### config.mk
export PLATFORM = sky130hd
export DESIGN_NAME = dot_accum_flat
export DESIGN_NICKNAME = d
export VERILOG_FILES = /design/src/rtl/mac_pkg.sv /design/src/rtl/dot_accum_if.sv /design/src/rtl/mac.sv /design/src/rtl/dot_accum.sv /design/src/flat_wrapper.sv
export SDC_FILE = /design/constraint.sdc
export NUM_CORES = 1
export LEC_CHECK = 0
export ABC_AREA = 1
export BUFFER_PORTS_ARGS = -buffer_cell sky130_fd_sc_hd__buf_2
export CAP_MARGIN = 20
export CORE_MARGIN = 1
export CORE_UTILIZATION = 40
export DETAILED_ROUTE_END_ITERATION = 10
export SLEW_MARGIN = 10
export SYNTH_ARGS = -nofsm -noshare
export SYNTH_HDL_FRONTEND = slang
export SYNTH_SLANG_ARGS = --single-unit
### constraint.sdc
create_clock -name clk -period 4.47 [get_ports clk]
set_input_delay 0.447 -clock clk [delete_from_list [all_inputs] [get_ports clk]]
set_output_delay 0.447 -clock clk [all_outputs]
set_load 0.005 [all_outputs]
### src/rtl/mac_pkg.sv
// Shared widths, accumulator-width helper and controller state type for the
// dot-product accumulator.
package mac_pkg;

  localparam int unsigned DefWidthA = 5;
  localparam int unsigned DefWidthB = 7;
  localparam int unsigned DefCntW   = 8;

  // The full product width is enough to hold any single term without loss.
  function automatic int unsigned acc_w(input int unsigned width_a, input int unsigned width_b);
    return width_a + width_b;
  endfunction

  typedef enum logic {
    StAccum,
    StDone
  } state_e;

endpackage

### src/rtl/dot_accum_if.sv
// Beat-in / result-out handshake bundle for dot_accum.
interface dot_accum_if
  import mac_pkg::*;
#(
  parameter int unsigned WIDTH_A = DefWidthA,
  parameter int unsigned WIDTH_B = DefWidthB,
  parameter int unsigned CNT_W   = DefCntW
);

  localparam int unsigned AccW = acc_w(WIDTH_A, WIDTH_B);

  logic               in_valid;
  logic               in_ready;
  logic [WIDTH_A-1:0] in_a;
  logic [WIDTH_B-1:0] in_b;
  logic               in_last;
  logic               out_valid;
  logic               out_ready;
  logic [AccW-1:0]    out_sum;
  logic [CNT_W-1:0]   out_count;

  modport master (
    output in_valid, in_a, in_b, in_last, out_ready,
    input  in_ready, out_valid, out_sum, out_count
  );

  modport slave (
    input  in_valid, in_a, in_b, in_last, out_ready,
    output in_ready, out_valid, out_sum, out_count
  );

endinterface

### src/rtl/mac.sv
// Combinational multiply-add: out = A*B + C, truncated to the accumulator width.
module mac
  import mac_pkg::*;
#(
  parameter int unsigned WIDTH_A = DefWidthA,
  parameter int unsigned WIDTH_B = DefWidthB
) (
  input  logic [WIDTH_A-1:0]                  A,
  input  logic [WIDTH_B-1:0]                  B,
  input  logic [acc_w(WIDTH_A, WIDTH_B)-1:0]  C,
  output logic [acc_w(WIDTH_A, WIDTH_B)-1:0]  out
);

  localparam int unsigned AccW = acc_w(WIDTH_A, WIDTH_B);

  assign out = AccW'(A) * AccW'(B) + C;

endmodule

### src/rtl/dot_accum.sv
// Streams (a, b) beats, accumulates a*b per vector and presents the sum and
// saturating beat count once the last beat of the vector is accepted.
module dot_accum
  import mac_pkg::*;
#(
  parameter int unsigned WIDTH_A = DefWidthA,
  parameter int unsigned WIDTH_B = DefWidthB,
  parameter int unsigned CNT_W   = DefCntW
) (
  input  logic      clk,
  input  logic      rst_n,
  dot_accum_if.slave bus
);

  localparam int unsigned ACC_W = acc_w(WIDTH_A, WIDTH_B);

  state_e             state_q, state_d;
  logic [ACC_W-1:0]   acc_q, acc_d;
  logic [CNT_W-1:0]   count_q, count_d;
  logic [ACC_W-1:0]   out_sum_q, out_sum_d;
  logic [CNT_W-1:0]   out_count_q, out_count_d;

  logic [ACC_W-1:0]   mac_out;
  logic [CNT_W-1:0]   count_inc;

  mac #(
    .WIDTH_A (WIDTH_A),
    .WIDTH_B (WIDTH_B)
  ) u_mac (
    .A   (bus.in_a),
    .B   (bus.in_b),
    .C   (acc_q),
    .out (mac_out)
  );

  // Count sticks at all-ones rather than wrapping on very long vectors.
  assign count_inc = (count_q == {CNT_W{1'b1}}) ? count_q : count_q + 1'b1;

  always_comb begin
    state_d     = state_q;
    acc_d       = acc_q;
    count_d     = count_q;
    out_sum_d   = out_sum_q;
    out_count_d = out_count_q;
    unique case (state_q)
      StAccum: begin
        if (bus.in_valid) begin
          acc_d   = mac_out;
          count_d = count_inc;
          if (bus.in_last) begin
            out_sum_d   = mac_out;
            out_count_d = count_inc;
            state_d     = StDone;
          end
        end
      end
      StDone: begin
        if (bus.out_ready) begin
          acc_d   = '0;
          count_d = '0;
          state_d = StAccum;
        end
      end
    endcase
  end

  always_ff @(posedge clk or negedge rst_n) begin
    if (!rst_n) begin
      state_q     <= StAccum;
      acc_q       <= '0;
      count_q     <= '0;
      out_sum_q   <= '0;
      out_count_q <= '0;
    end else begin
      state_q     <= state_d;
      acc_q       <= acc_d;
      count_q     <= count_d;
      out_sum_q   <= out_sum_d;
      out_count_q <= out_count_d;
    end
  end

  assign bus.in_ready  = (state_q == StAccum);
  assign bus.out_valid = (state_q == StDone);
  assign bus.out_sum   = out_sum_q;
  assign bus.out_count = out_count_q;

endmodule

### src/flat_wrapper.sv
// flat-port wrapper written by rule: the top's interface ports become plain ports
module dot_accum_flat import mac_pkg::*;
#(
  parameter int unsigned WIDTH_A = DefWidthA,
  parameter int unsigned WIDTH_B = DefWidthB,
  parameter int unsigned CNT_W   = DefCntW
)
  (clk, rst_n, bus_in_valid, bus_in_a, bus_in_b, bus_in_last, bus_out_ready, bus_in_ready, bus_out_valid, bus_out_sum, bus_out_count);
  dot_accum_if #(.WIDTH_A(WIDTH_A), .WIDTH_B(WIDTH_B), .CNT_W(CNT_W)) bus_i ();
  input  logic clk;
  input  logic rst_n;
  input wire logic [$bits(bus_i.in_valid)-1:0] bus_in_valid;
  input wire logic [$bits(bus_i.in_a)-1:0] bus_in_a;
  input wire logic [$bits(bus_i.in_b)-1:0] bus_in_b;
  input wire logic [$bits(bus_i.in_last)-1:0] bus_in_last;
  input wire logic [$bits(bus_i.out_ready)-1:0] bus_out_ready;
  output wire logic [$bits(bus_i.in_ready)-1:0] bus_in_ready;
  output wire logic [$bits(bus_i.out_valid)-1:0] bus_out_valid;
  output wire logic [$bits(bus_i.out_sum)-1:0] bus_out_sum;
  output wire logic [$bits(bus_i.out_count)-1:0] bus_out_count;
  assign bus_i.in_valid = bus_in_valid;
  assign bus_i.in_a = bus_in_a;
  assign bus_i.in_b = bus_in_b;
  assign bus_i.in_last = bus_in_last;
  assign bus_i.out_ready = bus_out_ready;
  assign bus_in_ready = bus_i.in_ready;
  assign bus_out_valid = bus_i.out_valid;
  assign bus_out_sum = bus_i.out_sum;
  assign bus_out_count = bus_i.out_count;
  dot_accum #(.WIDTH_A(WIDTH_A), .WIDTH_B(WIDTH_B), .CNT_W(CNT_W)) u_core (.clk(clk), .rst_n(rst_n), .bus(bus_i));
endmodule
== Word level (Yosys, flattened, before mapping) ==
Index checks and enable logic that the tools add are counted.
Storage, ports and cells
  bits in registers: 41
  output and inout port bits: 22
  logic and storage cells: 25
Operators by class
  add/sub/neg operators: 2
  $mul: 1
  equality and inequality tests: 3
  multiplexer cells: 11
  bitwise operators: 1
  reduce and logical (&&, ||, !) cells: 2
Operators with widths (number)
  $mux W12: 2
  $mux W8: 3
  $pmux W12 S2: 1
  $pmux W8 S2: 1
  $add A12 B12 Y12: 1
  $mul A5 B7 Y12: 1
  $add A8 B1 Y8 const B: 1
  $eq A8 B8 Y1 const B: 1
  $ne A2 B2 Y1 const B: 2
  $mux W1: 3
  $reduce_and A3 Y1: 1
  $pmux W1 S2: 1
  $reduce_and A2 Y1: 1
  $not A1 Y1: 1

== Longest topological paths before layout ==
  word-level depth: 4
  mapped depth: 17
  gate-level depth less buffers: 17

== Hierarchy ==
Synthesis repeated with hierarchy kept, for this count alone.
Unflattened totals
  cell total of the unflattened synthesis: 429
  area total of the unflattened synthesis: 3303.2 um2
By module, submodules not included
  dot_accum: times used 1, cells an instance 206, area an instance 1835.5 um2, seq. area each 1026.0 um2
  mac: times used 1, cells an instance 223, area an instance 1467.7 um2, seq. area each 0.0 um2

== Worst setup path before layout ==
No wires, ideal clock.
  kind: input -> register
  start point: in bus_in_b[1]
  end point: reg u_core.acc_q[7]
  data arrival time: 3.208 ns
  setup slack: 1.145 ns
  stages on the path: 15
  cell sequence: nand2_1 -> inv_1 -> fa_1 -> fa_1 -> inv_1 -> fa_1 -> inv_1 -> ha_1 -> nand2_1 -> inv_1 -> nand2_1 -> nand3_1 -> or2_2 -> nand3_1 -> nand2_1
Between the ends
  word-level cells in the longest chain between the ends: 4
RTL lines
  from (decl): line flat_wrapper.sv:14  | input wire logic [$bits(bus_i.in_b)-1:0] bus_in_b;
  $mul A5 B7 Y12: line mac.sv:16  | assign out = AccW'(A) * AccW'(B) + C;
  $add A12 B12 Y12: line mac.sv:16
  $mux W12: line dot_accum.sv:47  | if (bus.in_valid) begin
  $pmux W12 S2: line dot_accum.sv:45  | unique case (state_q)
  to (signal assigned): line dot_accum.sv:70  | acc_q <= '0;
  to (signal assigned): line dot_accum.sv:76  | acc_q <= acc_d;
  to (decl): line dot_accum.sv:18  | logic [ACC_W-1:0] acc_q, acc_d;
Every way passes these cells. The select of a mux whose other input is x is not followed.
A chain may end at the register's enable or synchronous reset.

== Worst setup path after layout ==
  start point: reg u_core.acc_q[5]
  end point: reg u_core.acc_q[7]
Between the ends
  word-level cells in the longest chain between the ends: 3
RTL lines (line)
  $add A12 B12 Y12: mac.sv:16
  $mux W12: dot_accum.sv:47
  $pmux W12 S2: dot_accum.sv:45
Every way passes these cells. The select of a mux whose other input is x is not followed.

==> results.yml <==
outcome:
  status: "complete, no violations"
synth:
  syn_area_mm2: 0.00319
  synth_warnings: 0
  synthCells: 397
  syn_area_per_cell_um2: 8.03
  synth_seq_cells: 41
  ys_types: 30
  yosysSeqAreaShare_pct: 32.2
  syn_nets: 459
power_and_ir_drop:
  peakVddDrop_mv: 0.219
  power_mw: 2.20
  p_leak_nw: 2.07
  powerDensity_mw_per_mm2: 625
critical_path:
  worstSetupEndpointType: "register"
  start_kind: "register"
  cp_max_fo: 5
  regToRegStartpoint: "u_core.acc_q[5]$_DFFE_PN0P_"
  worstPathArrival_ns: 3.54
  endpoint: "u_core.acc_q[7]$_DFFE_PN0P_"
  rrSetupSlack_ns: 1.12
  r2r_cells: 15
  worstSetupStartpoint: "u_core.acc_q[5]$_DFFE_PN0P_"
  path_class: "register to register"
  r2r-end: "u_core.acc_q[7]$_DFFE_PN0P_"
  required_ns: 4.66
placement:
  dpl.hpwl_um: 5140
  place_congestion: 0.803
  port_buffers: 38
floorplanning:
  die_w_um: 91.3
  initial_core_util_pct: 41.2
  dieArea_mm2: 0.00833
  fp.coreArea_mm2: 0.00773
  core.rowCount: 32
  io_pins: 39
  die_h_um: 91.3
global_routing:
  grt_pass1_vias: 2528
  antenna_found_initial: 0
  grt_usage_pct: 17.7
  grt_max_degree: 42
  overflow: 0
  grt_pass1_wl_um: 11700
clocking:
  numCtsBuffers: 5
  h-tree-depth: 2
  cts_num_sinks: 41
  clk-insertion-delay-late_ns: 0.30
  clockBufferDepth: 2
  clk_pin_slew_ns: 0.09
  postCtsSetupBuffers: 0
  cts_tree: "done"
  holdBufCountCts: 0
  ctsResizeCount: 0
  clockRootBuffer: "clkbuf_8"
cells_and_area:
  nNetsFinal: 497
  area_growth_pct: 10.7
  drive_above_1_share_pct: 14.7
  antenna_cells: 0
timing:
  period_needed_ns: 3.35
  rsz0062_at_grt: "false"
  clock_skew_ns: 0.0120
  slew_violations: 0
  worst_pin_slew_ns: 0.927
  finalSetupViolCount: 0
  relSlewSlack_pct: 38.2
  finalHoldViolations: 0
  setup_tns_ns: 0
  min_period_over_period_pct: 74.9
  timing.fmax_ghz: 0.299
routing:
  drt_iter0_markers: 94
  drc: 0
  ant_nets: 0
  wl_per_cell_um: 12.2
  vias: 2481
  dr.pass1.iters: 4
  totalWireLength_um: 6540
  vias_per_cell: 4.61
job:
  maxCapViolations: 0
worst_hold_path:
  hold_class: "primary input to async pin"
-- per-layer routing --
metal	GRT usage [%]	vias to the layer above	share of wire, %
li1	-	1280	-
met1	25.0	1146	50
met2	28.4	46	45
met3	2.76	9	3.7
met4	4.37	0	1.3
met5	0	-	0
-- power by group --
part	internal, mW	switching (mW)	total, mW
clock	0.113	0.142	0.255
sequential	0.507	0.0833	0.591
combinational	0.542	0.817	1.36
-- layout make-up --
cell class / instances / area (µm²)
multi-input cells: 261 / 1760
repair buffers: 38 / 190
fillers: 786 / 4200
clock inverters: 3 / 25.0
clock buffers: 5 / 68.8
inverters: 88 / 333
well taps: 102 / 128
flip-flops and latches: 41 / 1030
-- worst max-delay path: stages, from the launching register on --
cell,delay [ns]
dfrtp_1,0.33
inv_1,0.08
fa_1,0.54
inv_1,0.05
fa_1,0.48
inv_1,0.06
fa_1,0.54
inv_1,0.04
ha_1,0.35
nand2_1,0.12
inv_1,0.05
nand2_1,0.08
nand3_1,0.09
or2_2,0.30
nand3_1,0.08
nand2_1,0.06
-- cells in the final DEF (no fill, tap or decap) --
master,count
a21oi_2,1
ha_1,20
nand3b_1,2
clkinv_4,1
buf_2,38
nand2_2,1
or2_1,1
nand4_1,5
a31oi_1,1
o21ai_0,12
inv_6,1
a22o_2,1
nand2_4,2
nand3_1,23
nand2_1,129
inv_2,3
inv_4,1
xor2_1,5
inv_1,84
or2_2,2
fa_1,25
dfrtp_1,41
a21oi_1,5
o21ai_2,6
clkbuf_8,5
clkinvlp_4,1
nor2_2,1
o21a_1,1
o22ai_1,6
nor2_1,10
xnor2_1,2
-- registers in the layout, summed over array words and instances, names as in the netlist --
register	count
u_core.acc_q	12
u_core.bus.out_valid	1
u_core.bus.out_count	8
u_core.bus.out_sum	12
u_core.count_q	8
-- how the worst min path moves through the flow --
stage | cells past startpoint | from | endpoint | slack, ns
after floorplan | 0 | rst_n | u_core.acc_q[0]$_DFFE_PN0P_ | 0.15
after global placement | 2 | u_core.bus.out_sum[8]$_DFFE_PN0P_ | u_core.bus.out_sum[8]$_DFFE_PN0P_ | 0.46
after detailed placement | 2 | u_core.bus.out_count[7]$_DFFE_PN0P_ | u_core.bus.out_count[7]$_DFFE_PN0P_ | 0.46
after CTS | 1 | rst_n | u_core.count_q[7]$_DFFE_PN0P_ | 0.31
after global routing | 1 | rst_n | u_core.bus.out_count[7]$_DFFE_PN0P_ | 0.35
final | 1 | rst_n | u_core.bus.out_sum[9]$_DFFE_PN0P_ | 0.29
-- cells by family (layout without fill, tap and decap cells) --
family                     Yosys count  after routing  synth area share (%)
DFF                                 41             41                  32.2
adders and majority gates           45             45                  23.6
AOI/OAI and AO/OA                   33             33                  6.52
buffers and inverters               95            134                  12.7
and+or+nand+nor                    176            176                  23.1
xor gates and xnor gates             7              7                  1.92
-- per-stage QoR --
stage	worst slack (ns)	hold WS, ns	utilization, %	area, µm²	cells
3_3_place_gp	0.857	0.460	44.4	3430	530
3_5_place_dp	0.847	0.460	44.4	3430	530
2_1_floorplan	1.15	0.151	-	3190	397
4_1_cts	1.11	0.313	45.6	3530	538
6_report	1.12	0.285	45.6	3530	538
5_1_grt	0.870	0.350	45.6	3530	538
-- cells in the mapped netlist, drive strengths merged --
library cell | count | share of area [%]
a31oi | 1 | 0.20
nand2 | 132 | 16
inv | 88 | 10
nand3 | 23 | 3.6
xnor2 | 2 | 0.55
nor2 | 11 | 1.4
xor2 | 5 | 1.4
nand3b | 2 | 0.47
o21a | 1 | 0.24
dfrtp | 41 | 32
a22o | 1 | 0.31
nand4 | 5 | 0.98
or2 | 3 | 0.59
fa | 25 | 16
buf | 6 | 1.8
a21oi | 6 | 1.1
o21ai | 18 | 3.5
clkbuf | 1 | 0.43
ha | 20 | 7.9
o22ai | 6 | 1.2
(Power assumes the default switching activity.)
